### src/rtl/code_cache_fill_pkg.sv
// Shared code-cache definitions: geometry, FSM encodings and the cData bus bit-field layout
// used by both the core-side cache and the code-cache peripheral.
package cc_pkg;

    localparam int unsigned CC_ADDR_W = 6;
    localparam int unsigned CC_DATA_W = 8;
    localparam int unsigned CC_DEPTH  = 1 << CC_ADDR_W;

    typedef logic [1:0] cc_state_t;
    localparam cc_state_t EMPTY  = 2'd0;
    localparam cc_state_t FILL   = 2'd1;
    localparam cc_state_t READY  = 2'd2;
    localparam cc_state_t HALTED = 2'd3;

    // cData[15:0] = {halt, fill, addr[5:0], data[7:0]}
    localparam int unsigned CD_DATA_LSB = 0;
    localparam int unsigned CD_DATA_MSB = 7;
    localparam int unsigned CD_ADDR_LSB = 8;
    localparam int unsigned CD_ADDR_MSB = 13;
    localparam int unsigned CD_FILL_BIT = 14;
    localparam int unsigned CD_HALT_BIT = 15;

endpackage

### src/rtl/code_cache_ram.sv
// Instruction store: one synchronous write port and one synchronous read port;
// a read of the address being written in the same cycle returns the new byte.
module code_cache_ram #(
    parameter int unsigned ADDR_W = 6,
    parameter int unsigned DATA_W = 8
) (
    input  logic              clk,
    input  logic              we,
    input  logic [ADDR_W-1:0] waddr,
    input  logic [DATA_W-1:0] wdata,
    input  logic              re,
    input  logic [ADDR_W-1:0] raddr,
    output logic [DATA_W-1:0] rdata
);

    logic [DATA_W-1:0] mem [0:(1 << ADDR_W)-1];

    always_ff @(posedge clk) begin
        if (we) begin
            mem[waddr] <= wdata;
        end
        if (re) begin
            rdata <= (we && (waddr == raddr)) ? wdata : mem[raddr];
        end
    end

endmodule

### src/rtl/code_cache_fill.sv
// Core-side code cache: captures streamed fill writes, tracks per-line valid bits,
// serves 1-cycle fetches and applies the peripheral's halt request to the core.
module code_cache_fill
    import cc_pkg::*;
#(
    parameter int unsigned ADDR_W = CC_ADDR_W,
    parameter int unsigned DATA_W = CC_DATA_W,
    parameter int unsigned DEPTH  = 1 << ADDR_W
) (
    input  logic              fastClk,
    input  logic              nRst,
    input  logic              fill_en,
    input  logic [ADDR_W-1:0] fill_addr,
    input  logic [DATA_W-1:0] fill_data,
    input  logic              halt_req,
    input  logic              fetch_req,
    input  logic [ADDR_W-1:0] fetch_addr,
    output logic [DATA_W-1:0] fetch_data,
    output logic              fetch_valid,
    output logic              fetch_stall,
    output logic              halted,
    output logic              fill_done,
    output logic [ADDR_W:0]   fill_count
);

    localparam logic [ADDR_W:0] COUNT_MAX = (ADDR_W+1)'(DEPTH);

    cc_state_t         state;
    logic              from_ready;
    logic [DEPTH-1:0]  valid;
    logic              hit;
    logic              fetch_ok;
    logic              entry;
    logic [DATA_W-1:0] rd_data;

    always_comb begin
        halted      = (state == EMPTY) || (state == HALTED) || ((state == FILL) && !from_ready);
        // A line being written this cycle counts as present (served by the RAM bypass).
        hit         = valid[fetch_addr] || (fill_en && (fill_addr == fetch_addr));
        fetch_ok    = fetch_req && !halted && hit;
        fetch_stall = fetch_req && !fetch_ok;
        entry       = fill_en && (state != FILL);
    end

    always_ff @(posedge fastClk or negedge nRst) begin
        if (!nRst) begin
            state      <= EMPTY;
            from_ready <= 1'b0;
            fill_done  <= 1'b0;
        end else begin
            fill_done <= 1'b0;
            case (state)
                EMPTY: begin
                    if (fill_en) begin
                        state      <= FILL;
                        from_ready <= 1'b0;
                    end
                end
                FILL: begin
                    if (!fill_en) begin
                        state     <= READY;
                        fill_done <= 1'b1;
                    end
                end
                READY: begin
                    if (fill_en) begin
                        state      <= FILL;
                        from_ready <= 1'b1;
                    end else if (halt_req) begin
                        state <= HALTED;
                    end
                end
                HALTED: begin
                    if (fill_en) begin
                        state      <= FILL;
                        from_ready <= 1'b0;
                    end
                end
                default: state <= EMPTY;
            endcase
        end
    end

    // The entry write lands after the bitmap clear, so the first word of a fill is kept.
    always_ff @(posedge fastClk or negedge nRst) begin
        if (!nRst) begin
            valid      <= '0;
            fill_count <= '0;
        end else if (entry) begin
            valid      <= DEPTH'(1) << fill_addr;
            fill_count <= (ADDR_W+1)'(1);
        end else if (fill_en) begin
            valid[fill_addr] <= 1'b1;
            if (!valid[fill_addr] && (fill_count != COUNT_MAX)) begin
                fill_count <= fill_count + 1'b1;
            end
        end
    end

    always_ff @(posedge fastClk or negedge nRst) begin
        if (!nRst) begin
            fetch_valid <= 1'b0;
        end else begin
            fetch_valid <= fetch_ok;
        end
    end

    assign fetch_data = fetch_valid ? rd_data : '0;

    code_cache_ram #(
        .ADDR_W(ADDR_W),
        .DATA_W(DATA_W)
    ) u_ram (
        .clk  (fastClk),
        .we   (fill_en),
        .waddr(fill_addr),
        .wdata(fill_data),
        .re   (fetch_ok),
        .raddr(fetch_addr),
        .rdata(rd_data)
    );

endmodule

### config.mk
export PLATFORM = sky130hd
export DESIGN_NAME = code_cache_fill
export DESIGN_NICKNAME = d
export VERILOG_FILES = /design/src/rtl/code_cache_fill_pkg.sv /design/src/rtl/code_cache_ram.sv /design/src/rtl/code_cache_fill.sv
export SDC_FILE = /design/constraint.sdc
export NUM_CORES = 1
export LEC_CHECK = 0
export CAP_MARGIN = 40
export CORE_ASPECT_RATIO = 1.2
export CORE_MARGIN = 2
export CORE_UTILIZATION = 67
export CTS_CLUSTER_SIZE = 25
export DETAILED_ROUTE_END_ITERATION = 8
export GPL_TIMING_DRIVEN = 0
export PLACE_DENSITY_LB_ADDON = 0.12
export SLEW_MARGIN = 40
export SYNTH_ARGS = -nofsm -noshare
export SYNTH_HDL_FRONTEND = slang
export SYNTH_SLANG_ARGS = --single-unit
### constraint.sdc
create_clock -name fastClk -period 8.6 [get_ports fastClk]
set_input_delay 1.72 -clock fastClk [delete_from_list [all_inputs] [get_ports fastClk]]
set_output_delay 1.72 -clock fastClk [all_outputs]
set_load 0.03 [all_outputs]
==> qor.yml, run 1 <==
tightest_slew_ps: 901
min_path_type: "reg2reg"
drc: 0
drtIter0Drc: 1680
die_x_um: 178
synth_area_per_cell_um2: 19.5
routed_wl_um: 58300
crit_fanout: 10
rows: 76
ys_ff_latch: 596
async_flop_share: 0.128
ant_nets: 0
initial_utilization: 0.678
setup.worst_path.start_class: "input port"
cts_tree: "yes"
clk_latency_ps: 590
layout_common_cells: "edfxtp_1, mux4_2, dfrtp_1, a21o_1, nor2_2"
critPathKind: "in2out"
cts_buffer_depth: 3
final_hold_viol_count: 0
slew_headroom: 0.400
clk_pin_slew_ps: 60
synth_nets: 1274
rsz0062_at_grt: "no"
hold-worst-slack_ps: 500
cts_resized: 0
overflow: 0
grt_max_degree: 66
grt_pass1_wl_um: 85900
cts_hold_buf: 0
maxCapViolations: 0
worstPathRequired_ps: 6880
synth_ff_type: "edfxtp_1"
power_leakage_nw: 9.66
vias_per_cell: 6.97
slew_viol_final: 0
max_clock_freq_mhz: 131
io_buffers: 37
postSynthCellCount: 1245
htreeDepth: 2
fin_nets: 1376
ys_seq_area_frac: 0.721
status: "finished clean"
dp_hpwl_um: 38800
yosys_warnings: 0
max-vdd-ir-drop_uv: 200
reg2reg_slack_ps: 5820
grtUsageTotal: 0.326
final_common_cell: "edfxtp_1"
coreArea_um2: 35800
synth_edf_count: 520
synth_cell_types: 52
io-pin-count: 44
cts_num_sinks: 596
power_density_nw_per_um2: 223
finalPower_w: 0.00610
fin_skew_ps: 17.2
die_area_um2: 37800
fin_tns_setup_ps: 0
wire_per_inst_um: 31.3
synthTopCellsByArea: "edfxtp_1, mux4_2, dfrtp_1, a21o_1, mux2i_1"
antenna_found_initial: 1
n_fill_cell: 1909
critPathArrivalTime_ps: 5890
dr.pass1.iters: 6
synth_top_area_share: 0.643
numCtsBuffers: 53
postCtsSetupBuffers: 0
syn_area_um2: 24300
clockRootBuffer: "clkbuf_16"
synth_top_area_cell: "edfxtp_1"
dr_total_vias: 12959
grt_pass1_vias: 13082
syn_to_final_growth_pct: 12.4
die_height_um: 213
layout_min_cycle_time_ps: 7610
layout-drive-gt1-share: 0.270
setup_violations: 0
gp_congestion: 0.960
cp-end-kind: "output pin"
fin_crit_sh: 0.885
## through the flow
stage                     setup WS (ps)  cell area [um^2]   util  cells
after floorplan                    3050             24300      -   1245
after global placement             1150             25300  0.704   1750
final                               986             27300  0.762   1859
after detailed placement           1050             25600  0.713   1760
after CTS                          1010             27300  0.761   1858
after global routing                802             27300  0.762   1858
## cell usage after synthesis, types with 4 or more instances
master,count
o22ai_1,6
a21o_1,65
o211ai_1,8
inv_1,12
or4_1,4
clkbuf_1,42
a21oi_1,5
dfrtp_1,76
buf_1,5
o21ai_0,7
a31oi_1,9
nor2b_1,10
buf_6,4
a221oi_1,7
nor2_1,79
ha_1,4
mux2i_1,37
nand3_1,23
nand2_1,58
edfxtp_1,520
mux4_1,9
and2_1,8
a211oi_1,5
nand2b_1,4
nand4_1,4
buf_2,18
mux4_2,163
mux2_2,12
## worst max-delay path: stages
cell and delay [ps]:
clkdlybuf4s50_1 580, buf_2 290, buf_2 470, buf_4 340, mux2i_1 260, o22ai_1 110, a2111oi_0 570, o21ai_0 160
a21boi_0 440, o31a_1 240, clkdlybuf4s50_1 690
## where the power goes
| group | internal (W) | total [W] | switching, W |
|---|---|---|---|
| Clock | 0.00132 | 0.00234 | 0.00102 |
| Sequential | 0.00319 | 0.00322 | 0.0000316 |
| Combinational | 0.000201 | 0.000538 | 0.000337 |
## final cells by class
class,instances,area (um^2),area share
Inverter,12,45.0,0.00165
Clock buffer,68,1460,0.0533
Buffer,74,372,0.0136
Sequential cell,596,17500,0.642
Multi-Input combinational cell,563,6530,0.239
Clock inverter,30,263,0.00962
Tap cell,468,586,0.0214
Antenna cell,1,2.50,0.0000917
Timing Repair Buffer,47,529,0.0194
## logic make-up (layout without fill, tap and decap cells)
group	count (synthesis)	in the layout	share of synthesized area
compound gates	121	121	0.0359
xor+xnor	6	6	0.00216
fa+ha+maj	4	4	0.00206
buf+inv	86	231	0.0168
flops	596	596	0.721
mux	223	223	0.183
other cells	0	1	0
simple gates	209	209	0.0396
## final timing paths
path,startpoint,end,cells after the start
worst min register to register,valid[32]$_DFFE_PN0P_,valid[32]$_DFFE_PN0P_,1
min in group asynchronous,nRst,fill_count[5]$_DFFE_PN0P_,1
max in group asynchronous,nRst,valid[46]$_DFFE_PN0P_,2
worst max register to register,valid[37]$_DFFE_PN0P_,fill_count[3]$_DFFE_PN0P_,7
worst max-delay path,fetch_addr[0],fetch_stall,11
worst min-delay path,valid[32]$_DFFE_PN0P_,valid[32]$_DFFE_PN0P_,1
## flip-flops by register name (all words and copies together), names as in the netlist
| register | flops |
|---|---|
| u_ram.mem | 512 |
| fill_count | 7 |
| from_ready | 1 |
| valid | 64 |
| state | 2 |
| u_ram.rdata | 8 |
| fill_done | 1 |
| fetch_valid | 1 |
## layer usage
| layer | global-route usage | share of wire | up-vias |
|---|---|---|---|
| met5 | 0 | 0 | - |
| met3 | 0.0567 | 0.080 | 179 |
| met4 | 0.156 | 0.053 | 0 |
| met2 | 0.534 | 0.51 | 768 |
| li1 | - | - | 5283 |
| met1 | 0.434 | 0.36 | 6729 |
(Power assumes the default switching activity.)
==> run 2: changes to the inputs <==
SLEW_MARGIN = 0   (was 40)
==> qor.yml, run 2 (synthesized netlist as in run 1, its figures left out) <==
critPathArrivalTime_ps: 5960  # was 5890 ps
coreArea_um2: 35800  # unchanged
setup.worst_path.start_class: "input port"  # unchanged
overflow: 0  # unchanged
layout_common_cells: "edfxtp_1, mux4_2, nor2_1, dfrtp_1, a21o_1"  # was edfxtp_1, mux4_2, dfrtp_1, a21o_1, nor2_2
drtIter0Drc: 1866  # was 1680
setup_violations: 0  # unchanged
crit_fanout: 10  # unchanged
die_area_um2: 37800  # unchanged
status: "finished clean"  # unchanged
vias_per_cell: 6.91  # was 6.97
cts_buffer_depth: 3  # unchanged
maxCapViolations: 0  # unchanged
htreeDepth: 2  # unchanged
clk_pin_slew_ps: 60  # about the same
postCtsSetupBuffers: 0  # unchanged
cp_top_family: "buffers and inverters"  # unchanged
min_path_cells: 1  # unchanged
max_clock_freq_mhz: 130  # was 131 MHz
dp_hpwl_um: 40500  # was 38800 um
crit_buf_inv: 5  # unchanged
max-vdd-ir-drop_uv: 238  # was 200 uV
grt_max_degree: 62  # was 66
routed_wl_um: 59100  # was 58300 um
die_x_um: 178  # unchanged
rsz0062_at_grt: "no"  # unchanged
worst_path_largest_cell_delay_ps: 690  # about the same
layout-drive-gt1-share: 0.253  # was 0.270
wire_per_inst_um: 30.7  # was 31.3 um
slew_headroom: 0.360  # was 0.400
dr.pass1.iters: 9  # was 6
clockRootBuffer: "clkbuf_16"  # unchanged
regMostFlops: "u_ram.mem"  # unchanged
multiInputGateArea_um2: 6380  # was 6530 um^2
final_hold_viol_count: 0  # unchanged
reg_top3: "u_ram.mem (512), valid (64), u_ram.rdata (8)"  # unchanged
syn_to_final_growth_pct: 13.9  # was 12.4%
finalPower_w: 0.00613  # was 0.00610 W
grt_pass1_wl_um: 87300  # was 85900 um
power_leakage_nw: 10.0  # was 9.66 nW
path_cells: "clkdlybuf4s50_1 -> buf_2 -> buf_2 -> buf_4 -> mux2i_1 -> o22ai_1 -> a2111oi_0 -> o21ai_0 -> a21boi_0 -> o31a_1 -> clkdlybuf4s50_1"  # unchanged
ant_nets: 0  # unchanged
drc: 0  # unchanged
regArea_um2: 17500  # unchanged
n_fill_cell: 1879  # was 1909
fin_tns_setup_ps: 0  # unchanged
cp_slowest_cell: "clkdlybuf4s50_1"  # unchanged
critPathKind: "in2out"  # unchanged
gp_congestion: 0.960  # unchanged
layout_min_cycle_time_ps: 7680  # was 7610 ps
cp.depth: 11  # unchanged
antenna_found_initial: 1  # unchanged
io-pin-count: 44  # unchanged
numCtsBuffers: 53  # unchanged
final_common_cell: "edfxtp_1"  # unchanged
rows: 76  # unchanged
fin_util: 0.772  # was 0.762
cp-end-kind: "output pin"  # unchanged
clk_latency_ps: 600  # was 590 ps
cts_resized: 0  # unchanged
cts_tree: "yes"  # unchanged
dr_total_vias: 13291  # was 12959
grtUsageTotal: 0.328  # was 0.326
min_path_type: "reg2reg"  # unchanged
fin_skew_ps: 33.3  # was 17.2 ps
io_buffers: 37  # unchanged
cts_hold_buf: 0  # unchanged
cts_num_sinks: 596  # unchanged
worstPathRequired_ps: 6880  # about the same
tightest_slew_ps: 956  # was 901 ps
initial_utilization: 0.678  # unchanged
power_density_nw_per_um2: 222  # was 223 nW/um^2
fin_nets: 1441  # was 1376
largest_reg_flops: 512  # unchanged
grt_pass1_vias: 13304  # was 13082
fin_crit_sh: 0.893  # was 0.885
reg2regPathDepth: 7  # unchanged
die_height_um: 213  # unchanged
slew_viol_final: 0  # unchanged
## run 2: cell types whose count changed in the layout (fill, tap and decap cells not counted), sizes merged
cell	change
bufinv	+1
clkbuf	+2
clkinv	+1
clkinvlp	-4
buf	+65
## run 2: worst register-to-register path, stage by stage, from the launching register on
cell     delay (ps)
dfrtp_1         410
mux4_1          510
mux2i_1         250
o22ai_1         240
or4_1           430
buf_2           180
or4_1           510
a21oi_1         150
## run 2: layout make-up
class,instances,area share
multi-input cells,563,0.230
repair buffers,112,0.0380
diodes,1,0.0000904
inverters,12,0.00163
clock buffers,70,0.0532
plain buffers,74,0.0131
clock inverters,28,0.00958
well taps,468,0.0212
flip-flops and latches,596,0.633
## run 2: worst paths after layout
kind	startpoint	end	slack, ps
min	valid[9]$_DFFE_PN0P_	valid[9]$_DFFE_PN0P_	500
max reg2reg	valid[37]$_DFFE_PN0P_	fill_count[4]$_DFFE_PN0P_	5810
min reg2reg	valid[9]$_DFFE_PN0P_	valid[9]$_DFFE_PN0P_	500
max in group asynchronous	nRst	valid[39]$_DFFE_PN0P_	6990
max	fetch_addr[0]	fetch_stall	920
min in group asynchronous	nRst	fill_count[6]$_DFFE_PN0P_	1010
## run 2: metal layers
metal  routed length, um  track usage  part of all wire  vias up
li1                    -            -                 -     5400
met1               21300        0.443              0.36     6909
met2               30200        0.545              0.51      796
met3                5080       0.0563             0.086      186
met4                2580        0.125             0.044        0
met5                   0            0                 0        -
## run 2: report_power, final
part	switching, W	internal [W]
logic	0.000335	0.000205
registers	0.0000311	0.00319
clock network	0.00102	0.00135
## run 2: stage by stage
step / area (um^2) / hold slack (ps) / worst slack [ps] / cells
2_1_floorplan: 24300 / 458 / 3050 / 1245
3_3_place_gp: 25300 / 470 / 1150 / 1750
3_5_place_dp: 25900 / 478 / 1040 / 1824
4_1_cts: 27700 / 497 / 1020 / 1922
5_1_grt: 27700 / 514 / 760 / 1923
6_report: 27700 / 500 / 921 / 1924
